===== src/rtl/iob_dp_ram_be_pkg.sv =====
`default_nettype none
// ============================================================================
// Module      : iob_dp_ram_be_pkg
// Description : Shared definitions for the dual-port byte-enable RAM
//               controller: controller state encoding, collision counter
//               width and the byte-column helper.
// Revision    : 1.0 - initial release
// ============================================================================
package iob_dp_ram_be_pkg;

  // Width of the saturating write-collision counter.
  localparam int COLL_CNT_W = 16;

  // Byte columns for the default 32-bit data path; other widths use num_col().
  localparam int DEF_DATA_W = 32;
  localparam int NUM_COL    = DEF_DATA_W / 8;

  typedef enum logic [0:0] {
    ST_INIT = 1'b0,
    ST_RUN  = 1'b1
  } state_t;

  // Number of byte lanes in a word of the given width.
  function automatic int num_col(input int data_w);
    return data_w / 8;
  endfunction

endpackage
`default_nettype wire


===== src/rtl/iob_dp_ram_be_port_rsp.sv =====
`default_nettype none
// ============================================================================
// Module      : iob_dp_ram_be_port_rsp
// Description : Per-port read response. Registers the read-accept strobe into
//               a one-cycle rvalid and keeps the last returned word so rdata
//               stays stable between responses.
// Ports       : clk, rst       - clock, async active-high reset
//               i_rd_acc       - read accepted this cycle
//               i_dout         - RAM read data (valid in the rvalid cycle)
//               o_rvalid       - one-cycle read response strobe
//               o_rdata        - live RAM data during rvalid, else held word
// Revision    : 1.0 - initial release
// ============================================================================
module iob_dp_ram_be_port_rsp #(
  parameter int DATA_W = 32
) (
  input  logic              clk,
  input  logic              rst,
  input  logic              i_rd_acc,
  input  logic [DATA_W-1:0] i_dout,
  output logic              o_rvalid,
  output logic [DATA_W-1:0] o_rdata
);

  logic              r_rvalid;
  logic [DATA_W-1:0] r_hold;

  always_ff @(posedge clk or posedge rst) begin
    if (rst) begin
      r_rvalid <= 1'b0;
      r_hold   <= '0;
    end else begin
      r_rvalid <= i_rd_acc;
      if (r_rvalid) r_hold <= i_dout;
    end
  end

  // RAM data is only meaningful in the rvalid cycle; afterwards show the copy.
  assign o_rvalid = r_rvalid;
  assign o_rdata  = r_rvalid ? i_dout : r_hold;

endmodule
`default_nettype wire


===== src/rtl/iob_dp_ram_be_ctrl.sv =====
`default_nettype none
// ============================================================================
// Module      : iob_dp_ram_be_ctrl
// Description : Converts two IOb-native request ports into dual-port
//               byte-enable RAM controls. Optionally zero-fills the memory
//               through RAM port A after reset, masks port B bytes on
//               same-address write collisions (port A wins) and counts
//               overlapping collisions.
// Ports       : clk, rst                  - clock, async active-high reset
//               init_done, coll_cnt       - status
//               a_*/b_* (valid, addr, wdata, wstrb, ready, rdata, rvalid)
//                                         - IOb-native request ports
//               ram_{en,we,addr,din}_a/b  - RAM controls
//               ram_dout_a/b              - RAM read data (read-first, 1 cycle)
// Revision    : 1.0 - initial release
// ============================================================================
module iob_dp_ram_be_ctrl
  import iob_dp_ram_be_pkg::*;
#(
  parameter int ADDR_W    = 10,
  parameter int DATA_W    = 32,
  parameter int INIT_ZERO = 1
) (
  input  logic                    clk,
  input  logic                    rst,
  output logic                    init_done,
  output logic [COLL_CNT_W-1:0]   coll_cnt,
  input  logic                    a_valid,
  input  logic [ADDR_W-1:0]       a_addr,
  input  logic [DATA_W-1:0]       a_wdata,
  input  logic [DATA_W/8-1:0]     a_wstrb,
  output logic                    a_ready,
  output logic [DATA_W-1:0]       a_rdata,
  output logic                    a_rvalid,
  input  logic                    b_valid,
  input  logic [ADDR_W-1:0]       b_addr,
  input  logic [DATA_W-1:0]       b_wdata,
  input  logic [DATA_W/8-1:0]     b_wstrb,
  output logic                    b_ready,
  output logic [DATA_W-1:0]       b_rdata,
  output logic                    b_rvalid,
  output logic                    ram_en_a,
  output logic [DATA_W/8-1:0]     ram_we_a,
  output logic [ADDR_W-1:0]       ram_addr_a,
  output logic [DATA_W-1:0]       ram_din_a,
  input  logic [DATA_W-1:0]       ram_dout_a,
  output logic                    ram_en_b,
  output logic [DATA_W/8-1:0]     ram_we_b,
  output logic [ADDR_W-1:0]       ram_addr_b,
  output logic [DATA_W-1:0]       ram_din_b,
  input  logic [DATA_W-1:0]       ram_dout_b
);

  localparam int NCOL = num_col(DATA_W);

  state_t                r_state;
  state_t                w_state_nxt;
  logic [ADDR_W-1:0]     r_init_cnt;
  logic [ADDR_W-1:0]     w_init_cnt_nxt;
  logic [COLL_CNT_W-1:0] r_coll_cnt;

  logic w_run;
  logic w_init_wr;
  logic w_a_go;
  logic w_b_go;
  logic w_coll;
  logic w_overlap;

  // --------------------------------------------------------------------------
  // Controller FSM
  // --------------------------------------------------------------------------
  always_ff @(posedge clk or posedge rst) begin
    if (rst) begin
      r_state    <= ST_INIT;
      r_init_cnt <= '0;
    end else begin
      r_state    <= w_state_nxt;
      r_init_cnt <= w_init_cnt_nxt;
    end
  end

  always_comb begin
    w_state_nxt    = r_state;
    w_init_cnt_nxt = r_init_cnt;
    case (r_state)
      ST_INIT: begin
        if (INIT_ZERO == 0) begin
          w_state_nxt = ST_RUN;
        end else if (r_init_cnt == {ADDR_W{1'b1}}) begin
          // Last word written this cycle; counter is left parked, never wraps.
          w_state_nxt = ST_RUN;
        end else begin
          w_init_cnt_nxt = r_init_cnt + 1'b1;
        end
      end
      ST_RUN:  w_state_nxt = ST_RUN;
      default: w_state_nxt = ST_INIT;
    endcase
  end

  assign w_run     = (r_state == ST_RUN);
  // rst gating keeps the RAM quiet for the whole time reset is held.
  assign w_init_wr = (r_state == ST_INIT) && (INIT_ZERO != 0) && !rst;

  assign init_done = w_run;
  assign a_ready   = w_run;
  assign b_ready   = w_run;

  assign w_a_go = w_run && a_valid && !rst;
  assign w_b_go = w_run && b_valid && !rst;

  // --------------------------------------------------------------------------
  // Write collision: both ports write the same word in the same cycle.
  // --------------------------------------------------------------------------
  assign w_coll    = w_a_go && w_b_go && (|a_wstrb) && (|b_wstrb) && (a_addr == b_addr);
  assign w_overlap = w_coll && (|(a_wstrb & b_wstrb));

  always_ff @(posedge clk or posedge rst) begin
    if (rst) begin
      r_coll_cnt <= '0;
    end else if (w_overlap && (r_coll_cnt != {COLL_CNT_W{1'b1}})) begin
      r_coll_cnt <= r_coll_cnt + 1'b1;
    end
  end

  assign coll_cnt = r_coll_cnt;

  // --------------------------------------------------------------------------
  // RAM port A: zero-fill engine during INIT, request port A during RUN
  // --------------------------------------------------------------------------
  assign ram_en_a   = w_init_wr || w_a_go;
  assign ram_we_a   = w_init_wr ? {NCOL{1'b1}} : (w_a_go ? a_wstrb : '0);
  assign ram_addr_a = w_init_wr ? r_init_cnt : a_addr;
  assign ram_din_a  = w_init_wr ? '0 : a_wdata;

  // --------------------------------------------------------------------------
  // RAM port B: port A owns overlapping bytes on a collision
  // --------------------------------------------------------------------------
  assign ram_en_b   = w_b_go;
  assign ram_we_b   = !w_b_go ? '0 : (w_coll ? (b_wstrb & ~a_wstrb) : b_wstrb);
  assign ram_addr_b = b_addr;
  assign ram_din_b  = b_wdata;

  // --------------------------------------------------------------------------
  // Read responses
  // --------------------------------------------------------------------------
  iob_dp_ram_be_port_rsp #(
    .DATA_W (DATA_W)
  ) u_rsp_a (
    .clk      (clk),
    .rst      (rst),
    .i_rd_acc (w_a_go && (a_wstrb == '0)),
    .i_dout   (ram_dout_a),
    .o_rvalid (a_rvalid),
    .o_rdata  (a_rdata)
  );

  iob_dp_ram_be_port_rsp #(
    .DATA_W (DATA_W)
  ) u_rsp_b (
    .clk      (clk),
    .rst      (rst),
    .i_rd_acc (w_b_go && (b_wstrb == '0)),
    .i_dout   (ram_dout_b),
    .o_rvalid (b_rvalid),
    .o_rdata  (b_rdata)
  );

endmodule
`default_nettype wire

===== config.mk =====
export PLATFORM = sky130hd
export DESIGN_NAME = iob_dp_ram_be_ctrl
export DESIGN_NICKNAME = d
export VERILOG_FILES = /design/src/rtl/iob_dp_ram_be_pkg.sv /design/src/rtl/iob_dp_ram_be_port_rsp.sv /design/src/rtl/iob_dp_ram_be_ctrl.sv
export SDC_FILE = /design/constraint.sdc
export NUM_CORES = 1
export LEC_CHECK = 0
export ABC_AREA = 0
export ABC_CLOCK_PERIOD_IN_PS = 4130
export CAP_MARGIN = 20
export CORE_AREA = 4 4 129 131
export CTS_CLUSTER_SIZE = 30
export DETAILED_ROUTE_END_ITERATION = 8
export DIE_AREA = 0 0 133 135
export PLACE_DENSITY = 0.72
export SYNTH_ARGS = -nofsm -noshare
export SYNTH_HDL_FRONTEND = slang
export SYNTH_HIERARCHICAL = 1
export SYNTH_SLANG_ARGS = --single-unit

===== constraint.sdc =====
create_clock -name clk -period 4.13 [get_ports clk]
set_input_delay 0.826 -clock clk [delete_from_list [all_inputs] [get_ports clk]]
set_output_delay 0.826 -clock clk [all_outputs]
set_load 0.005 [all_outputs]

# Word-level counts from Yosys, hierarchy flattened
# Index checks and enable logic that the tools add are counted.
# W data, S select, Z words.
dict set report totals {
  regBits 93
  latchBits 0
  ramBits 0
  mem_bits_ro 0
  input_bits 160
  wordCells 48
  memories 0
}
dict set report op_classes {
  add_sub_neg 2
  multipliers 0
  n_div 0
  magnitude_cmp 0
  eq_ne 3
  n_shift 0
  mux 10
  bitwise_logic 5
  n_reduce_logical 21
}
# op count
set op_table {}
lappend op_table {{$mux W32} 3}
lappend op_table {{$add A16 B1 Y16 const B} 1}
lappend op_table {{$mux W4} 4}
lappend op_table {{$ne A16 B16 Y1 const B} 1}
lappend op_table {{$logic_and A1 B1 Y1} 13}
lappend op_table {{$reduce_or A4 Y1} 3}
lappend op_table {{$add A10 B1 Y10 const B} 1}
lappend op_table {{$eq A10 B10 Y1} 1}
lappend op_table {{$eq A10 B10 Y1 const B} 1}
lappend op_table {{$mux W10} 1}
lappend op_table {{$and A4 B4 Y4} 2}
lappend op_table {{$logic_not A4 Y1} 2}
lappend op_table {{$not A4 Y4} 1}
lappend op_table {{$not A1 Y1} 2}
lappend op_table {{$pmux W1 S2} 1}
lappend op_table {{$reduce_and A2 Y1} 1}
lappend op_table {{$logic_not A1 Y1} 1}
lappend op_table {{$logic_or A1 B1 Y1} 1}
lappend op_table {{$mux W1} 1}

# Depth between registers and ports, before layout
# Gate-level depths: netlist (run 1).
dict set report depth {
  depth_word 8
  mapped_depth 6
  depth_no_buf 6
}

# Hierarchy
# Netlist (run 1), hierarchy kept.
# mod n_inst cells_per_inst area_each_um2 seq_area_each_um2
set modules_own_cells {}
lappend modules_own_cells {iob_dp_ram_be_port_rsp 2 70 1373.8 825.8}
lappend modules_own_cells {iob_dp_ram_be_ctrl 1 258 2263.4 675.6}

# Worst setup path before layout (run 1)
# OpenSTA, ideal clock, no wires.
dict set report synth_timing {
  kind {in2out}
  from {input a_wstrb[1]}
  to {output ram_we_b[0]}
  arrival_ns 1.918
  slack_ns 1.386
  cell_stages 5
  path_cell_list {or4_1 > nand3_1 > nor4_4 > and2_2 > a21oi_1}
}
dict set report synth_between {
  elab_chain_cells 6
}
# element line
set synth_rtl {}
lappend synth_rtl {{start: declaration} iob_dp_ram_be_ctrl.sv:31} ;# input logic [DATA_W/8-1:0] a_wstrb,
lappend synth_rtl {{$reduce_or A4 Y1} iob_dp_ram_be_ctrl.sv:115} ;# assign w_coll = w_a_go && w_b_go && (|a_wstrb) && (|b_wstrb) && (a_addr == b_addr);
lappend synth_rtl {{$logic_and A1 B1 Y1 (3 in a row)} iob_dp_ram_be_ctrl.sv:115}
lappend synth_rtl {{$mux W4 (2 in a row)} iob_dp_ram_be_ctrl.sv:140} ;# assign ram_we_b = !w_b_go ? '0 : (w_coll ? (b_wstrb & ~a_wstrb) : b_wstrb);
lappend synth_rtl {{end: declaration} iob_dp_ram_be_ctrl.sv:48} ;# output logic [DATA_W/8-1:0] ram_we_b,
# Every way passes these cells.

# Worst setup path in the final report (run 1)
dict set report layout_timing {
  from {input a_wstrb[3]}
  to {output ram_we_b[3]}
}
dict set report layout_between {
  elab_chain_cells 6
}
# element line
set layout_rtl {}
lappend layout_rtl {{$reduce_or A4 Y1} iob_dp_ram_be_ctrl.sv:115}
lappend layout_rtl {{$logic_and A1 B1 Y1 (3 in a row)} iob_dp_ram_be_ctrl.sv:115}
lappend layout_rtl {{$mux W4 (*) (2 in a row)} iob_dp_ram_be_ctrl.sv:140}
# Every way passes the cells marked *; elsewhere a longest branch is shown, timed or not.

==> metrics.cfg, run 1 <==
[synth]
synth_seq_cells = 93
yosysMostFrequentCell = dfrtp_1
avgSynthCellArea_um2 = 12.6
synthArstFlopShare_pct = 100
synth_top_flop_cell = dfrtp_1
synth_cells = 398
synth_cell_types = 36
ys_top_cells_by_area = dfrtp_1 (46%), mux2_4 (18%), buf_4 (6.6%), nor2b_1 (4.2%), mux2_2 (3.8%)
syn_nets = 560
synthTopCellsByCount = dfrtp_1 (93), mux2_4 (60), buf_4 (44)
synth_area_um2 = 5010
synth_top_area_share_pct = 46.4
synth-edff-count = 0
ys_warn_count = 6
yosysSeqAreaShare_pct = 46.4
synth_area_leader_cell = dfrtp_1

[detailed_routing]
first_pass_iters = 4
dr_total_vias = 3821
vias_per_cell = 4.45
drt-initial-drc-count = 182
routed_wl_um = 15500
final_antenna_net_count = 0
wl_per_cell_um = 18.0
drcViolationCount = 0

[critical_path]
path_max_fanout = 4
r2r_start = a_ready
reg2reg_slack_ns = 2.06
end_kind = primary output
start_kind = primary input
worst_ep_arrival_time_ns = 3.15
reg2reg_depth = 6
required_ns = 3.30
crit_type = primary input to primary output
cp-startpoint = a_wstrb[3]

[global_routing]
grt_use_total_pct = 16.6
grt_max_degree = 34
grt_first_pass_wirelength_um = 23200
antenna_found_initial = 0
overflow = 0
grt_pass1_vias = 4194

[timing]
rsz0062_at_grt = no
finalSetupTns_ns = 0
finalCriticalPeriod_ns = 3.98
hold_viol = 0
fin_skew_ns = 0.00783
tightest_slew_ns = 1.05
slew_violations = 0
setup_ws_ns = 0.153
finalSetupViolations = 0
clock.fmax_mhz = 251
slew_headroom_pct = 30.0
min_period_over_period_pct = 96.3

[clock_tree]
clock_path_buffers = 2
htreeDepth = 3
clock_sinks = 93
cts_tree = yes
cts_hold_buf = 0
clk_pin_slew_ns = 0.06
cts_resized = 0
post_cts_buffers = 0
numCtsBuffers = 9
clkLatencyLatePin_ns = 0.35
cts_root_buf = clkbuf_16

[worst_hold_path]
min_from = coll_cnt[14]
hp-class = register to register
worstHoldPathCells = 1

[floorplan]
core_area_um2 = 15600
die_area_um2 = 18000
die_x_um = 133
std_cell_rows = 46
io_pins = 339
die_height_um = 135
initial_utilization_pct = 32.1

[power_and_ir_drop]
p_leak_uw = 0.00340
p_per_area_nw_per_um2 = 255
max-vdd-ir-drop_mv = 0.193

[layout]
final_core_util_pct = 51.0
num_antenna_cells = 0
final_area_um2 = 7950
fillers = 1386
fin_cells = 858
layout-drive-gt1-share_pct = 18.1
area_growth_pct = 58.7
final_nets = 799

[place]
place.gp.congestion = 0.805
place_area_um2 = 7620
dp_hpwl_um = 12500
portBuffers = 274
dpl_worst_slack_ns = 0.151
dp.cells = 841

[job]
maxCapViolations = 0

[status]
outcome = finished, final reports clean

## report_power, final
part           switching (µW)  total [µW]  internal [µW]
Sequential                  0         910            910
Clock                     361         850            489
Combinational            88.9         271            182
Total                     450        2030           1580
## cell type report
type | count | area (µm²) | area share, %
Tap cell | 216 | 270 | 3.40
Multi-Input combinational cell | 238 | 2160 | 27.2
Clock inverter | 6 | 70.1 | 0.881
Sequential cell | 93 | 2330 | 29.3
Clock buffer | 10 | 239 | 3.00
Inverter | 10 | 37.5 | 0.472
Timing Repair Buffer | 285 | 2850 | 35.8
## sequential cells by signal, summed over array words and instances, names as in the netlist
name              count
a_ready               1
coll_cnt             16
r_init_cnt           10
u_rsp_a/o_rvalid      1
u_rsp_a/r_hold       32
u_rsp_b/o_rvalid      1
u_rsp_b/r_hold       32
## layer usage
metal / vias to the layer above / wire [µm] / global-route usage [%] / share of wire (%)
li1: 1775 / - / - / -
met1: 1816 / 5830 / 18.4 / 38
met2: 208 / 7650 / 28.4 / 49
met3: 22 / 1610 / 6.71 / 10
met4: 0 / 373 / 6.70 / 2.4
met5: - / 0 / 0 / 0
## final timing paths
| check | end |
|---|---|
| setup / recovery | ram_we_b[3] |
| hold / removal | coll_cnt[14] |
| setup reg to reg | coll_cnt[15] |
| hold reg to reg | coll_cnt[14] |
| max in group asynchronous | u_rsp_a/o_rvalid |
| min in group asynchronous | r_init_cnt[8] |
## cells in the final DEF (no fill, tap or decap), drive strengths merged, types with 2 or more instances in the layout
cell           netlist  final
nor2                17     17
mux2                77     77
clkdlybuf4s50        0    274
and3                 2      2
nand4                5      5
a21o                 4      4
nor3                 7      7
nor4                 2      2
and2                 4      4
inv                 10     11
o21ai                4      4
ha                   2      2
xor2                17     17
nand2               21     21
dfrtp               93     93
clkbuf               5     10
xnor2               13     13
nor2b               34     34
buf                 52     11
nand3                9      9
a22oi                2      2
and4                 4      4
clkinvlp             0      3
or4                  2      2
a21oi                5      5
## cells by family (layout without fill, tap and decap cells)
group	after synthesis	after routing	synth area share, %
and+or+nand+nor	112	112	13.3
xor gates and xnor gates	30	30	5.24
AOI/OAI and AO/OA	17	17	2.12
adders and majority gates	2	2	0.499
muxes	77	77	21.8
buffers and inverters	67	311	10.6
DFF	93	93	46.4
## worst max-delay path, stage by stage
cell	delay (ns)
clkdlybuf4s50_1	0.48
or4_1	0.58
nand3_1	0.17
nor4_4	0.07
and2_2	0.23
a21oi_1	0.24
clkdlybuf4s50_1	0.55
## stage by stage
stage	total power, µW	hold WS [ns]
2_1_floorplan	1020	0.455
4_1_cts	2070	0.496
3_5_place_dp	1200	0.478
6_report	2030	0.492
3_3_place_gp	1200	0.472
5_1_grt	2120	0.504
Note: power is estimated with default switching activity, not from simulation.
==> run 2, diff against run 1 <==
- ABC_CLOCK_PERIOD_IN_PS: 4130 -> 4200
- CORE_AREA: 4 4 129 131 -> 4 4 131 133
- DIE_AREA: 0 0 133 135 -> 0 0 135 137
- PLACE_DENSITY: 0.72 -> 0.7
- clock period: 4.13 -> 4.2 ns (I/O delays scaled with it)
==> run 2 against run 1 <==
Hold slack worse by 0.0058 ns; non-clock buffer count down 2; final cell count down 0.23%; total power down 3.9%; sequential cell count unchanged; combinational power down 1%; register-to-register slack better by 0.08 ns.
==> metrics.cfg, run 2 (same netlist as run 1, synthesis figures left out) <==
[status]
outcome = finished, final reports clean

[timing]
min_period_over_period_pct = 96.9
fin_skew_ns = 0.00947  ; +0.00164 ns
finalSetupViolations = 0  ; unchanged
timing.hold.ws_ns = 0.487  ; -0.00583 ns
tightest_slew_ns = 1.02  ; -0.0327 ns
rsz0062_at_grt = no
slew_headroom_pct = 32.2  ; +2.2 points
clock.fmax_mhz = 246
finalSetupTns_ns = 0  ; unchanged
hold_viol = 0  ; unchanged
finalCriticalPeriod_ns = 4.07
slew_violations = 0  ; unchanged

[critical_path]
end_kind = primary output
timing.rr.end = coll_cnt[15]
worst_ep_arrival_time_ns = 3.23  ; +0.08 ns
reg2reg_slack_ns = 2.14  ; +0.08 ns
r2r_start = a_ready
reg2reg_depth = 6  ; unchanged
required_ns = 3.36  ; +0.06 ns
crit_type = primary input to primary output
path_max_fanout = 4  ; unchanged
start_kind = primary input

[detailed_routing]
final_antenna_net_count = 0  ; unchanged
dr_total_vias = 3825  ; +0.10%
vias_per_cell = 4.47  ; +0.34%
wl_per_cell_um = 18.3  ; +1.4%
drt-initial-drc-count = 119  ; -35%
routed_wl_um = 15700  ; +1.2%
first_pass_iters = 4  ; unchanged
drcViolationCount = 0  ; unchanged

[clock_tree]
cts_hold_buf = 0  ; unchanged
clock_path_buffers = 2  ; unchanged
cts_root_buf = clkbuf_16
cts_resized = 0  ; unchanged
clock_sinks = 93  ; unchanged
clkLatencyLatePin_ns = 0.34  ; about the same
clk_pin_slew_ns = 0.07  ; about the same
numCtsBuffers = 9  ; unchanged
htreeDepth = 3  ; unchanged
post_cts_buffers = 0  ; unchanged
cts_tree = yes

[power_and_ir_drop]
p_leak_uw = 0.00339  ; -0.24%
p_total_uw = 1950  ; -3.9%
max-vdd-ir-drop_mv = 0.236  ; +22%
p_per_area_nw_per_um2 = 246  ; -3.6%

[layout]
final_core_util_pct = 50.1  ; -0.92 points
num_antenna_cells = 0  ; unchanged
final_common_cell = clkdlybuf4s50_1
area_growth_pct = 58.2
layout-drive-gt1-share_pct = 17.8  ; -0.26 points
final_cell_mix = clkdlybuf4s50_1 (274), dfrtp_1 (91), mux2_4 (60)
final_nets = 797  ; -0.25%

[worst_hold_path]
min_to = coll_cnt[10]
min_from = coll_cnt[10]
worstHoldPathCells = 1  ; unchanged
hp-class = register to register

[global_routing]
grt_first_pass_wirelength_um = 23100  ; -0.27%
grt_max_degree = 34  ; unchanged
overflow = 0  ; unchanged
grt_pass1_vias = 4120  ; -1.8%
antenna_found_initial = 0  ; unchanged
grt_use_total_pct = 16.2  ; -0.34 points

[floorplan]
die_x_um = 135  ; +1.5%
initial_utilization_pct = 31.7  ; -0.47 points
io_pins = 339  ; unchanged
die_area_um2 = 18500  ; +3.0%
die_height_um = 137  ; +1.5%
core_area_um2 = 15800  ; +1.5%
std_cell_rows = 46  ; unchanged

[place]
portBuffers = 274  ; unchanged
dp_hpwl_um = 12700  ; +1.6%
place.gp.congestion = 0.757  ; -5.9%

[job]
maxCapViolations = 0  ; unchanged

## run 2: layer usage
layer	up-vias	wire length, µm	global-route usage, %
li1	1776	-	-
met1	1819	5650	18.1
met2	214	8100	29.1
met3	16	1680	6.07
met4	0	227	4.59
met5	-	0	0
## run 2: area by class of cell
class                      instances  area (µm²)
tap                              216         270
sequential                        93        2330
timing repair buffer             283        2830
clock inverter                     5        42.5
inverter                          10        37.5
clock buffer                      11         253
fill                            1392        7900
multi-input combinational        238        2160
## run 2: where the power goes
group | switching [µW] | internal (µW)
combinational | 88.5 | 178
sequential | 0 | 895
clock | 350 | 440
## run 2: worst max-delay path, stage by stage
cell and delay (ns):
clkdlybuf4s50_1 0.46, or4_1 0.64, nand3_1 0.18, nor4_4 0.07, and2_2 0.23, a21oi_1 0.26, clkdlybuf4s50_1 0.56
## run 2: per-stage QoR
step                      std cells  setup WS, ns  area, µm²
after floorplan                 398          1.43       5010
after global placement          839         0.162       7600
after detailed placement        839         0.129       7600
after CTS                       855         0.121       7900
after global routing            856        0.0458       7930
final                           856         0.130       7930
## run 2: worst max-delay path by stage
| stage | start | endpoint | slack [ns] | cells past startpoint |
|---|---|---|---|---|
| finish | a_wstrb[1] | ram_we_b[3] | 0.13 | 7 |
| global route | a_wstrb[1] | ram_we_b[3] | 0.05 | 7 |
| CTS | a_wstrb[1] | ram_we_b[3] | 0.12 | 7 |
| detailed placement | a_wstrb[1] | ram_we_b[3] | 0.13 | 7 |
| global placement | a_wstrb[1] | ram_we_b[3] | 0.16 | 7 |
| floorplan | a_wstrb[1] | ram_we_b[0] | 1.43 | 5 |
